[src/rtl/mult_div_pkg.sv]
// Shared funct codes and field widths for the EX-stage multiply/divide unit.
// No logic beyond a start-code decode helper.
// No flow control.
package mult_div_pkg;

    localparam int FUNCT_W = 6;

    localparam logic [FUNCT_W-1:0] FUNCT_MTHI  = 6'h11;
    localparam logic [FUNCT_W-1:0] FUNCT_MTLO  = 6'h13;
    localparam logic [FUNCT_W-1:0] FUNCT_MULT  = 6'h18;
    localparam logic [FUNCT_W-1:0] FUNCT_MULTU = 6'h19;
    localparam logic [FUNCT_W-1:0] FUNCT_DIV   = 6'h1A;
    localparam logic [FUNCT_W-1:0] FUNCT_DIVU  = 6'h1B;

    function automatic logic is_start(input logic [FUNCT_W-1:0] f);
        return (f == FUNCT_MULT) || (f == FUNCT_MULTU) ||
               (f == FUNCT_DIV)  || (f == FUNCT_DIVU);
    endfunction

endpackage

[src/rtl/mult_div_div_step.sv]
// One restoring-division iteration on unsigned magnitudes.
// Combinational, zero latency.
// No flow control.
module div_step #(
    parameter int WIDTH = 32
) (
    input  logic [WIDTH:0]   rem_i,      // partial remainder already shifted left by one
    input  logic [WIDTH-1:0] divisor_i,
    output logic [WIDTH-1:0] rem_o,
    output logic             q_o
);

    logic [WIDTH:0] diff;

    always_comb begin
        diff  = rem_i - {1'b0, divisor_i};
        q_o   = (rem_i >= {1'b0, divisor_i});
        rem_o = q_o ? diff[WIDTH-1:0] : rem_i[WIDTH-1:0];
    end

endmodule

[src/rtl/mult_div.sv]
// Iterative MULT/MULTU/DIV/DIVU unit owning HI/LO, plus MTHI/MTLO writes.
// Start -> WIDTH busy cycles -> DONE; HI/LO visible WIDTH+2 cycles after start. MTHI/MTLO: 1 cycle.
// stall_req held while accepting and while busy; dropped in DONE so the pipeline retires the op.
module mult_div
    import mult_div_pkg::*;
#(
    parameter int WIDTH = 32
) (
    input  logic               clk,
    input  logic               rst,
    input  logic               en,
    input  logic               flush,
    input  logic [FUNCT_W-1:0] funct,
    input  logic [WIDTH-1:0]   operand_1,
    input  logic [WIDTH-1:0]   operand_2,
    output logic               stall_req,
    output logic [WIDTH-1:0]   hi,
    output logic [WIDTH-1:0]   lo
);

    typedef enum logic [1:0] {IDLE = 2'd0, BUSY = 2'd1, DONE = 2'd2} state_e;
    localparam int CW = $clog2(WIDTH);

    state_e             state_q, state_d;
    logic [CW-1:0]      cnt_q, cnt_d;
    logic               is_div_q, is_div_d;
    logic               neg_res_q, neg_res_d;   // negate product / quotient
    logic               neg_rem_q, neg_rem_d;   // dividend was negative
    logic [WIDTH-1:0]   a_q, a_d;               // multiplier, or dividend shifting into quotient
    logic [2*WIDTH-1:0] b_q, b_d;               // multiplicand shifting left, or divisor in low half
    logic [2*WIDTH-1:0] acc_q, acc_d;           // product, or remainder in low half
    logic [WIDTH-1:0]   hi_q, hi_d, lo_q, lo_d;

    logic               start_sgn, a_neg, b_neg, start_div;
    logic [WIDTH-1:0]   a_mag, b_mag;
    logic [2*WIDTH-1:0] prod;
    logic [WIDTH-1:0]   step_rem;
    logic               step_q;

    div_step #(.WIDTH(WIDTH)) u_div_step (
        .rem_i     ({acc_q[WIDTH-1:0], a_q[WIDTH-1]}),
        .divisor_i (b_q[WIDTH-1:0]),
        .rem_o     (step_rem),
        .q_o       (step_q)
    );

    assign hi = hi_q;
    assign lo = lo_q;

    always_comb begin
        state_d   = state_q;
        cnt_d     = cnt_q;
        is_div_d  = is_div_q;
        neg_res_d = neg_res_q;
        neg_rem_d = neg_rem_q;
        a_d       = a_q;
        b_d       = b_q;
        acc_d     = acc_q;
        hi_d      = hi_q;
        lo_d      = lo_q;
        stall_req = 1'b0;

        start_sgn = (funct == FUNCT_MULT) || (funct == FUNCT_DIV);
        start_div = (funct == FUNCT_DIV) || (funct == FUNCT_DIVU);
        a_neg     = start_sgn & operand_1[WIDTH-1];
        b_neg     = start_sgn & operand_2[WIDTH-1];
        a_mag     = a_neg ? -operand_1 : operand_1;
        b_mag     = b_neg ? -operand_2 : operand_2;
        prod      = neg_res_q ? -acc_q : acc_q;

        case (state_q)
            IDLE: begin
                if (en && is_start(funct)) begin
                    stall_req = 1'b1;
                    state_d   = BUSY;
                    cnt_d     = '0;
                    is_div_d  = start_div;
                    // A zero divisor leaves the quotient all ones, so it must not be negated.
                    neg_res_d = (a_neg ^ b_neg) & ~(start_div && (operand_2 == '0));
                    neg_rem_d = a_neg;
                    a_d       = a_mag;
                    b_d       = {{WIDTH{1'b0}}, b_mag};
                    acc_d     = '0;
                end else if (en && (funct == FUNCT_MTHI)) begin
                    hi_d = operand_1;
                end else if (en && (funct == FUNCT_MTLO)) begin
                    lo_d = operand_1;
                end
            end
            BUSY: begin
                stall_req = 1'b1;
                if (is_div_q) begin
                    acc_d = {{WIDTH{1'b0}}, step_rem};
                    a_d   = {a_q[WIDTH-2:0], step_q};
                end else begin
                    if (a_q[0]) acc_d = acc_q + b_q;
                    b_d = b_q << 1;
                    a_d = a_q >> 1;
                end
                cnt_d = cnt_q + CW'(1);
                if (cnt_q == CW'(WIDTH - 1)) state_d = DONE;
            end
            DONE: begin
                state_d = IDLE;
                // Divide by zero leaves |dividend| as remainder; the sign fixup restores operand_1.
                if (is_div_q) begin
                    lo_d = neg_res_q ? -a_q : a_q;
                    hi_d = neg_rem_q ? -acc_q[WIDTH-1:0] : acc_q[WIDTH-1:0];
                end else begin
                    {hi_d, lo_d} = prod;
                end
            end
            default: state_d = IDLE;
        endcase

        if (flush) begin
            state_d   = IDLE;
            hi_d      = hi_q;
            lo_d      = lo_q;
            stall_req = (state_q == BUSY);
        end
    end

    always_ff @(posedge clk or posedge rst) begin
        if (rst) begin
            state_q   <= IDLE;
            cnt_q     <= '0;
            is_div_q  <= 1'b0;
            neg_res_q <= 1'b0;
            neg_rem_q <= 1'b0;
            a_q       <= '0;
            b_q       <= '0;
            acc_q     <= '0;
            hi_q      <= '0;
            lo_q      <= '0;
        end else begin
            state_q   <= state_d;
            cnt_q     <= cnt_d;
            is_div_q  <= is_div_d;
            neg_res_q <= neg_res_d;
            neg_rem_q <= neg_rem_d;
            a_q       <= a_d;
            b_q       <= b_d;
            acc_q     <= acc_d;
            hi_q      <= hi_d;
            lo_q      <= lo_d;
        end
    end

endmodule

[config.mk]
export PLATFORM = sky130hd
export DESIGN_NAME = mult_div
export DESIGN_NICKNAME = d
export VERILOG_FILES = /design/src/rtl/mult_div_pkg.sv /design/src/rtl/mult_div_div_step.sv /design/src/rtl/mult_div.sv
export SDC_FILE = /design/constraint.sdc
export NUM_CORES = 1
export LEC_CHECK = 0
export CORE_MARGIN = 10
export CORE_UTILIZATION = 50
export CTS_CLUSTER_SIZE = 28
export DETAILED_ROUTE_END_ITERATION = 6
export GPL_TIMING_DRIVEN = 1
export PLACE_DENSITY = 0.69
export SYNTH_ARGS = -nofsm -noshare
export SYNTH_HDL_FRONTEND = slang
export SYNTH_SLANG_ARGS = --single-unit
export TNS_END_PERCENT = 20
[constraint.sdc]
create_clock -name clk -period 9.6 [get_ports clk]
set_input_delay 0.96 -clock clk [delete_from_list [all_inputs] [get_ports clk]]
set_output_delay 0.96 -clock clk [all_outputs]
set_load 0.1 [all_outputs]
==> results of run 1 <==
==> state kept, by name (all words and copies together), names as in the netlist <==
register / cells
a_q: 32
cnt_q: 5
b_q: 64
neg_res_q: 1
acc_q: 64
neg_rem_q: 1
lo: 32
state_q: 2
hi: 32
is_div_q: 1
==> path summary, 6_finish.rpt <==
path	startpoint	endpoint	slack, ns	depth (start not counted)
worst min register to register	lo[19]	lo[19]	0.48	1
min in group asynchronous	rst	lo[8]	0.89	2
worst max register to register	acc_q[0]	acc_q[62]	4.71	13
max in group asynchronous	rst	acc_q[45]	7.19	3
worst min-delay path	lo[19]	lo[19]	0.48	1
worst max-delay path	funct[2]	stall_req	4.48	7
==> stage by stage <==
step,area [um^2],util [%],std cells,hold slack (ns)
floorplan,20210,-,2634,0.4642
global placement,21730,54.56,3134,0.4620
detailed placement,21730,54.56,3134,0.4651
CTS,22870,57.42,3189,0.4783
global route,22870,57.42,3189,0.4933
finish,22870,57.42,3190,0.4792
==> per-layer routing <==
metal / global-route usage, % / share of wire (%) / up-vias
met5: 0 / 0 / -
met4: 11.49 / 4.1 / 0
met2: 40.99 / 43 / 896
li1: - / - / 9417
met3: 4.403 / 7.8 / 147
met1: 38.14 / 45 / 9571
==> area by class of cell <==
type / count / share of cell area [%]
clock inverters: 11 / 1.018
well taps: 525 / 2.872
repair buffers: 154 / 6.566
multi-input cells: 2143 / 58.64
flip-flops and latches: 234 / 25.63
diodes: 1 / 0.01094
clock buffers: 44 / 3.956
inverters: 78 / 1.313
==> synth_stat cells, types with 11 or more instances <==
library cell / count
a211oi_1: 40
a21o_1: 36
a21oi_1: 215
a22oi_1: 22
a31oi_1: 35
and3_1: 12
buf_1: 21
buf_2: 16
clkbuf_1: 137
dfrtp_1: 234
ha_1: 101
inv_1: 78
mux2_2: 15
mux2i_1: 56
nand2_1: 421
nand2b_1: 15
nand3_1: 67
nand4_1: 28
nor2_1: 182
nor2b_1: 18
nor3_1: 34
nor4_1: 22
o211ai_1: 32
o21a_1: 11
o21ai_0: 281
o21bai_1: 20
o31ai_1: 45
or3_1: 30
or4_1: 22
xnor2_1: 135
xor2_1: 125
==> power groups by stage <==
| stage | registers, mW | logic, mW | clock network [mW] |
|---|---|---|---|
| finish | 1.82 | 3.90 | 1.30 |
| global route | 1.85 | 4.27 | 1.36 |
| CTS | 1.79 | 3.83 | 1.31 |
| floorplan | 1.79 | 2.78 | 0 |
| global placement | 1.80 | 3.76 | 0 |
| detailed placement | 1.81 | 3.80 | 0 |
==> worst max-delay path, stage by stage <==
cell	delay, ns
clkdlybuf4s50_1	0.40
nor2_1	0.12
and3_1	0.18
nand2_1	0.09
or3_2	0.88
o21ai_0	0.35
clkdlybuf4s50_1	1.18
==> cells by family after synthesis <==
| kind of cell | after synthesis |
|---|---|
| AOI/OAI and AO/OA | 814 |
| DFF | 234 |
| adders and majority gates | 103 |
| and+or+nand+nor | 893 |
| xor gates and xnor gates | 261 |
| buffers and inverters | 257 |
| muxes | 72 |
==> summary.md, run 1 <==
| Metric | Value |
|---|---|
| Footprint of the multi-input gates | `13410 um^2` |
| Mux cell area share after synthesis | `3.739%` |
| Syn_nets | `2811` |
| PnR Total Power | `7.008 mW` |
| Mean post-synth cell area | `7.673 um^2` |
| Post-synth EDFFs | `0` |
| Status | `finished, final reports clean` |
| Num Clock Sinks | `234` |
| Pin count of the biggest net entering global routing | `98` |
| Root Driver | `clkbuf_16` |
| Worst Path Arrival | `4.16 ns` |
| Number of setup violations in the final report | `0` |
| Fin. Hold Viols | `0` |
| Main synth FF type | `dfrtp_1` |
| Sw Ratio | `48.74%` |
| Place WS | `4.429 ns` |
| Synth area leaders | `dfrtp_1 29%, nand2_1 7.8%, o21ai_0 7.0%` |
| Max-cap violations | `0` |
| Htree depth | `1` |
| Slew Limit Fails | `0` |
| CP required | `8.64 ns` |
| Post-synth ARST share | `100.0%` |
| Psw | `3.416 mW` |
| Die Wd | `221.1 um` |
| Leading cell type in the layout, fill and taps excluded | `nand2_1` |
| DRC Markers | `0` |
| Path type of the worst min-delay path | `reg -> reg` |
| Reg area | `5861 um^2` |
| Final clock skew | `0.02122 ns` |
| Die Span Y | `221.1 um` |
| CTS tree | `yes` |
| Post-Synth Adder-Cell Area | `6.450%` |
| CTS max path bufs | `3` |
| Layout cells sized above 1 | `4.467%` |
| Setup bufs post-CTS | `0` |
| Complex-gate fraction of the synthesized area | `24.29%` |
| IO Pins | `139` |
| Sequential share of the synthesized area | `28.97%` |
| Nets | `2818` |
| Initial antenna violation count | `0` |
| Global placement routability congestion | `0.9593` |
| Drt initial violations | `2370` |
| Mapped Area | `20210 um^2` |
| Setup Total Neg Slack | `0 ns` |
| Area Growth Syn to Fin | `13.14%` |
| Worst-Skew Late Latency | `0.59 ns` |
| Gr usage total | `27.32%` |
| Crit. End Element | `output pin` |
| Fill cells | `3740` |
| Distinct cells, synth | `80` |
| 1st-pass router iterations | `6` |
| Synth top area share | `28.97%` |
| Most frequent cells in the layout | `420 x nand2_1, 280 x o21ai_0, 232 x dfrtp_1` |
| Largest family of logic cells by synthesized area | `compound AO/OA/AOI/OAI gates` |
| Logic pwr share | `55.6%` |
| Post-CTS Hold Buffers | `0` |
| Final worst-path cycle share | `53.29%` |
| First-pass GRT wire length | `109.2 mm` |
| Sequential power share | `25.9%` |
| Post-Synth XOR/XNOR Area | `11.35%` |
| Synth warn | `0` |
| Synth Area in Simple Gates | `20.20%` |
| Worst-path fanout max | `49` |
| Period minus WS final | `5.116 ns` |
| Power share of the clock group | `18.5%` |
| Post-synthesis register bit count | `234` |
| RSZ-0062 raised after global routing | `false` |
| DRT Wirelength | `69.96 mm` |
| Crit path kind | `in -> out` |
| Worst-Margin Slew | `1.158 ns` |
| Setup ws final | `4.484 ns` |
| GRT overflow | `0` |
| Fmax | `0.1955 GHz` |
| Die ar. | `48870 um^2` |
| Pwr dens | `306.5 nW/um^2` |
| DR vias | `20030` |
| Critical Path Source Type | `input port` |
| Antenna viol nets, final | `0` |
| Total CTS buffers | `30` |
| Detailed placement HPWL | `52.65 mm` |
| Internal Power | `3.592 mW` |
| Core area | `39820 um^2` |
| Max rail drop VDD | `0.1721 mV` |
| Initial Utilization | `50.75%` |
| WL/cell | `21.93 um` |
| Yosys top cell by area | `dfrtp_1` |
| Synth Instances | `2634` |
| Post_cts resized | `0` |
| P_leak | `9.445 nW` |
| Worst slew margin | `22.79%` |
| Std-Cell Rows | `73` |
| Number of global-route vias before repair | `18730` |
| Avg Vias per Cell | `6.279` |
| Worst-path clk slew | `0.06 ns` |
| PortBufs | `138` |
Note: power is estimated with default switching activity, not from simulation.
==> run 2, diff against run 1 <==
clock period = 5.23 ns   (was 9.6 ns; I/O delays follow)
==> run 2 against run 1 <==
  * Global-route usage rose by 0.074 points
  * Largest cell class unchanged
  * Cell count up 0.22%
  * Sequential share of layout area decreased by 0.053 points
  * Register-to-register slack worse by 3.8 ns
  * Largest power group unchanged
==> summary.md, run 2 (synthesis gave the netlist of run 1 again) <==
| Metric | Value |
|---|---|
| Status | `finished, final reports clean (unchanged)` |
| DRC Markers | `0 (unchanged)` |
| Bufs and invs on worst path | `3 (was 2)` |
| Pwr dens | `562.4 nW/um^2 (was 306.5 nW/um^2)` |
| GRT overflow | `0 (unchanged)` |
| Worst-Skew Late Latency | `0.59 ns (about the same)` |
| Detailed placement HPWL | `53.05 mm (was 52.65 mm)` |
| Initial antenna violation count | `0 (unchanged)` |
| FF-to-FF setup slack | `0.92 ns (was 4.71 ns)` |
| Nets | `2826 (was 2818)` |
| Setup Total Neg Slack | `0 ns (unchanged)` |
| DRT Wirelength | `70.19 mm (was 69.96 mm)` |
| RSZ-0062 raised after global routing | `false (unchanged)` |
| PortBufs | `138 (unchanged)` |
| Std-Cell Rows | `73 (unchanged)` |
| Most frequent cells in the layout | `420 x nand2_1, 280 x o21ai_0, 232 x dfrtp_1 (unchanged)` |
| Core area | `39820 um^2 (unchanged)` |
| Worst r2r dst | `acc_q[62] (unchanged)` |
| Fmax | `0.2319 GHz` |
| Max rail drop VDD | `0.2470 mV (was 0.1721 mV)` |
| CTS max path bufs | `3 (unchanged)` |
| Worst-path clk slew | `0.07 ns (was 0.06 ns)` |
| Worst hold slack | `0.4680 ns (was 0.4792 ns)` |
| Avg Vias per Cell | `6.264 (was 6.279)` |
| Reg-to-reg startpoint | `acc_q[0] (unchanged)` |
| Crit path largest cell delay | `0.53 ns (was 1.18 ns)` |
| IO Pins | `139 (unchanged)` |
| Path type of the worst min-delay path | `in -> async (was reg -> reg)` |
| Area Growth Syn to Fin | `13.38% (was 13.14%)` |
| R2R depth | `15 (was 13)` |
| Worst-path fanout max | `9 (was 49)` |
| WL/cell | `21.95 um (was 21.93 um)` |
| Root Driver | `clkbuf_16 (unchanged)` |
| Die Wd | `221.1 um (unchanged)` |
| Die Span Y | `221.1 um (unchanged)` |
| Crit path cell chain | `ha_1 -> inv_1 -> fa_1 -> nor2b_1 -> o31a_1 -> o31ai_1 -> a2111oi_1 -> buf_4 -> o22ai_1 -> o31ai_1 -> buf_4 -> a31oi_1 -> o31a_1 -> or4_1 -> nand3_1 (was clkdlybuf4s50_1 -> nor2_1 -> and3_1 -> nand2_1 -> or3_2 -> o21ai_0 -> clkdlybuf4s50_1)` |
| DR vias | `20030 (about the same)` |
| Htree depth | `1 (unchanged)` |
| Setup bufs post-CTS | `0 (unchanged)` |
| Critical Path Source Type | `register (was input port)` |
| Final clock skew | `0.01918 ns (was 0.02122 ns)` |
| Die ar. | `48870 um^2 (unchanged)` |
| Num Clock Sinks | `234 (unchanged)` |
| Initial Utilization | `50.75% (unchanged)` |
| Biggest regs | `acc_q x64, b_q x64 (unchanged)` |
| Family with the most delay on the worst path | `compound AO/OA/AOI/OAI gates (was buffers and inverters)` |
| First-pass GRT wire length | `109.5 mm (was 109.2 mm)` |
| Post_cts resized | `0 (unchanged)` |
| CTS tree | `yes (unchanged)` |
| Drt initial violations | `2069 (was 2370)` |
| Number of setup violations in the final report | `0 (unchanged)` |
| Worst Path Arrival | `4.83 ns (was 4.16 ns)` |
| Fin. Hold Viols | `0 (unchanged)` |
| Period minus WS final | `4.311 ns` |
| Final worst-path cycle share | `82.44%` |
| 1st-pass router iterations | `5 (was 6)` |
| Worst-Margin Slew | `1.170 ns (was 1.158 ns)` |
| Post-CTS Hold Buffers | `0 (unchanged)` |
| Slowest stage cell, crit path | `dfrtp_1 (was clkdlybuf4s50_1)` |
| Crit. End Element | `register (was output pin)` |
| Number of global-route vias before repair | `18870 (was 18730)` |
| Crit path from | `acc_q[0] (was funct[2])` |
| Worst slew margin | `22.03% (was 22.79%)` |
| Global placement routability congestion | `1.014 (was 0.9593)` |
| Layout cells sized above 1 | `4.905% (was 4.467%)` |
| P_leak | `9.479 nW (was 9.445 nW)` |
| Leading cell type in the layout, fill and taps excluded | `nand2_1 (unchanged)` |
| Pin count of the biggest net entering global routing | `129 (was 98)` |
| Antenna viol nets, final | `0 (unchanged)` |
| CP required | `5.75 ns (was 8.64 ns)` |
| Max-cap violations | `0 (unchanged)` |
| Slew Limit Fails | `0 (unchanged)` |
| Total CTS buffers | `29 (was 30)` |
| Crit path kind | `reg -> reg (was in -> out)` |
| Gr usage total | `27.39% (was 27.32%)` |
==> run 2: cell count changes in the layout (fill, tap and decap cells not counted), moves of 2 or more <==
cell,change
clkbuf_16,-2
clkbuf_1,-4
clkbuf_8,-4
buf_4,+8
inv_6,+4
buf_12,+2
clkinvlp_4,+2
==> run 2: cell type report <==
class	count	area [um^2]
antenna	1	2.502
clock buffer	34	784.5
clock inverter	19	319.1
fill	3751	16910
inverter	78	296.5
multi-input combinational	2143	13400
sequential	234	5861
tap	525	656.9
timing repair buffer	163	1592
==> run 2: worst max-delay path by stage <==
stage | slack [ns] | end | cells past startpoint
floorplan | 0.92 | stall_req | 8
detailed placement | 0.98 | acc_q[62] | 15
global placement | 1.07 | acc_q[62] | 15
finish | 0.92 | acc_q[62] | 15
CTS | 0.96 | acc_q[62] | 15
global route | 0.70 | acc_q[62] | 15
==> run 2: power by group <==
group	leakage, nW	total, mW	switching [mW]	internal (mW)
Clock	0.539	2.37	0.900	1.47
Sequential	3.02	3.35	1.04	2.31
Combinational	5.92	7.17	4.40	2.77
Total	9.48	12.9	6.34	6.55
==> run 2: metrics by stage <==
| stage | power, mW | util [%] | setup WS [ns] | instance area, um^2 | instances |
|---|---|---|---|---|---|
| global route | 13.74 | 57.54 | 0.7044 | 22910 | 3196 |
| floorplan | 8.386 | - | 0.9181 | 20220 | 2634 |
| CTS | 12.74 | 57.54 | 0.9649 | 22910 | 3196 |
| detailed placement | 10.35 | 54.77 | 0.9833 | 21810 | 3143 |
| global placement | 10.28 | 54.77 | 1.069 | 21810 | 3143 |
| finish | 12.89 | 57.54 | 0.9185 | 22920 | 3197 |
==> run 2: worst min-delay path, stage by stage <==
cell and delay (ns):
clkdlybuf4s50_1 0.44, clkinvlp_4 0.13, buf_12 0.42
==> run 2: layer usage <==
metal	vias to the layer above	GRT usage [%]	part of all wire [%]
li1	9432	-	-
met4	0	9.335	3.5
met3	143	4.297	8.1
met5	-	0	0
met2	864	42.00	43
met1	9588	38.42	45
==> run 3, diff against run 2 <==
clock period = 4.29 ns   (was 5.23 ns; I/O delays follow)
==> run 3 against run 2 <==
  * Largest cell class unchanged
  * Cell area is 1.5% higher
  * Critical endpoint is now acc_q[9]
  * Clock power is 13% higher
  * Register-to-register slack worse by 0.63 ns
  * Largest power group unchanged
  * Clock skew shrank 0.0067 ns
==> summary.md, run 3 (synthesis gave the netlist of run 1 again) <==
| Metric | Value |
|---|---|
| Final worst-path cycle share | `93.35% (was 82.44%)` |
| DR vias | `20190 (was 20030)` |
| Global placement routability congestion | `0.9589 (was 1.014)` |
| R2R depth | `13 (was 15)` |
| Nets | `2878 (was 2826)` |
| Pin count of the biggest net entering global routing | `78 (was 129)` |
| IO Pins | `139 (unchanged)` |
| PnR Total Power | `15.74 mW (was 12.89 mW)` |
| Fin area | `23260 um^2 (was 22920 um^2)` |
| Max rail drop VDD | `0.3951 mV (was 0.2470 mV)` |
| Fmax | `0.2497 GHz (was 0.2319 GHz)` |
| Setup ws final | `0.2854 ns (was 0.9185 ns)` |
| Total CTS buffers | `29 (unchanged)` |
| DRT Wirelength | `72.53 mm (was 70.19 mm)` |
| Period minus WS final | `4.005 ns (was 4.311 ns)` |
| Area Growth Syn to Fin | `15.06% (was 13.38%)` |
| Leading cell type in the layout, fill and taps excluded | `nand2_1 (unchanged)` |
| Number of setup violations in the final report | `0 (unchanged)` |
| Biggest regs | `acc_q x64, b_q x64 (unchanged)` |
| Placed cell areas | `22230 um^2 (was 21810 um^2)` |
| Layout cells sized above 1 | `6.535% (was 4.905%)` |
| RSZ-0062 raised after global routing | `false (unchanged)` |
| Number of global-route vias before repair | `18930 (was 18870)` |
| Detailed placement HPWL | `56.37 mm (was 53.05 mm)` |
| PortBufs | `138 (unchanged)` |
| Power share of the clock group | `17.0% (was 18.4%)` |
| Num Clock Sinks | `234 (unchanged)` |
| Logic pwr share | `59.1% (was 55.6%)` |
| Pwr dens | `676.7 nW/um^2 (was 562.4 nW/um^2)` |
| Max-cap violations | `0 (unchanged)` |
| CTS tree | `yes (unchanged)` |
| Die ar. | `48870 um^2 (unchanged)` |
| 1st-pass router iterations | `6 (was 5)` |
| Place WS | `0.3355 ns (was 0.9833 ns)` |
| Psw | `7.706 mW (was 6.336 mW)` |
| Setup Total Neg Slack | `0 ns (unchanged)` |
| P_leak | `9.722 nW (was 9.479 nW)` |
| Antenna viol nets, final | `0 (unchanged)` |
| Avg Vias per Cell | `6.215 (was 6.264)` |
| Crit. End Element | `register (unchanged)` |
| WL/cell | `22.32 um (was 21.95 um)` |
| Fin. Hold Viols | `0 (unchanged)` |
| Setup bufs post-CTS | `0 (unchanged)` |
| Worst Path Arrival | `4.40 ns (was 4.83 ns)` |
| Die Span Y | `221.1 um (unchanged)` |
| DRC Markers | `0 (unchanged)` |
| Slew Limit Fails | `0 (unchanged)` |
| Worst-Margin Slew | `1.219 ns (was 1.170 ns)` |
| Core area | `39820 um^2 (unchanged)` |
| Status | `finished, final reports clean (unchanged)` |
| Diode count | `0 (was 1)` |
| Worst-Skew Late Latency | `0.58 ns (was 0.59 ns)` |
| Post_cts resized | `0 (unchanged)` |
| CP required | `4.69 ns (was 5.75 ns)` |
| Final clock skew | `0.01245 ns (was 0.01918 ns)` |
| Initial antenna violation count | `0 (unchanged)` |
| Post-CTS Hold Buffers | `0 (unchanged)` |
| Htree depth | `1 (unchanged)` |
| Path type of the worst min-delay path | `in -> async (unchanged)` |
| CTS max path bufs | `3 (unchanged)` |
| Most frequent cells in the layout | `420 x nand2_1, 280 x o21ai_0, 232 x dfrtp_1 (unchanged)` |
| Sw Ratio | `48.96% (was 49.17%)` |
| Critical Path Source Type | `register (unchanged)` |
| Worst slew margin | `18.70% (was 22.03%)` |
| Root Driver | `clkbuf_16 (unchanged)` |
| Crit path kind | `reg -> reg (unchanged)` |
| Worst hold slack | `0.3378 ns (was 0.4680 ns)` |
| Internal Power | `8.033 mW (was 6.552 mW)` |
| GRT overflow | `0 (unchanged)` |
| Drt initial violations | `1977 (was 2069)` |
| Gr usage total | `28.34% (was 27.39%)` |
| First-pass GRT wire length | `112.2 mm (was 109.5 mm)` |
| Worst-path fanout max | `21 (was 9)` |
| Sequential power share | `23.9% (was 26.0%)` |
| Std-Cell Rows | `73 (unchanged)` |
| Worst-path clk slew | `0.06 ns (was 0.07 ns)` |
| Die Wd | `221.1 um (unchanged)` |
| Initial Utilization | `50.75% (unchanged)` |
[run 3: area by class of cell]
| type | instances | area [um^2] |
|---|---|---|
| fill | 3750 | 16570 |
| multi-input combinational | 2143 | 13400 |
| sequential | 234 | 5861 |
| timing repair buffer | 215 | 2019 |
| clock buffer | 41 | 820.8 |
| tap | 525 | 656.9 |
| inverter | 78 | 296.5 |
| clock inverter | 13 | 203.9 |
[run 3: path summary, 6_finish.rpt]
| check | start | endpoint | slack (ns) |
|---|---|---|---|
| worst max-delay path | b_q[1] | acc_q[9] | 0.29 |
| worst min register to register | lo[10] | lo[10] | 0.47 |
| max in group asynchronous | rst | acc_q[24] | 3.02 |
| worst min-delay path | rst | lo[4] | 0.34 |
| worst max register to register | b_q[1] | acc_q[9] | 0.29 |
| min in group clk | lo[10] | lo[10] | 0.47 |
[run 3: per-layer routing]
metal / vias up / share of wire (%) / track usage (%) / wire length [um]
met5: - / 0 / 0 / 0
li1: 9538 / - / - / -
met1: 9679 / 46 / 39.75 / 33250
met2: 845 / 43 / 43.04 / 31300
met3: 131 / 6.9 / 3.757 / 4970
met4: 0 / 4.1 / 11.62 / 3003
[run 3: power by group through the flow]
stage	registers, mW	clock network (mW)	logic [mW]
after floorplan	3.99	0	6.23
after global placement	3.74	0	9.06
after detailed placement	3.77	0	9.11
after CTS	3.74	2.70	9.16
after global routing	3.85	2.81	10.2
final	3.77	2.67	9.30
[run 3: worst max-delay path, stage by stage, from the launching register on]
cell,delay (ns)
dfrtp_1,0.40
inv_1,0.12
ha_1,0.33
nor2b_1,0.26
o2111ai_1,0.12
nor3b_1,0.21
o221ai_1,0.28
o31ai_1,0.10
buf_4,0.16
o41a_1,0.46
o21ai_4,0.58
buf_4,0.39
mux2i_1,0.24
o221ai_1,0.15
[run 3: per-stage QoR]
stage	cells	utilization (%)
floorplan	2634	-
global placement	3195	55.83
detailed placement	3195	55.83
CTS	3249	58.40
global route	3249	58.40
finish	3249	58.40
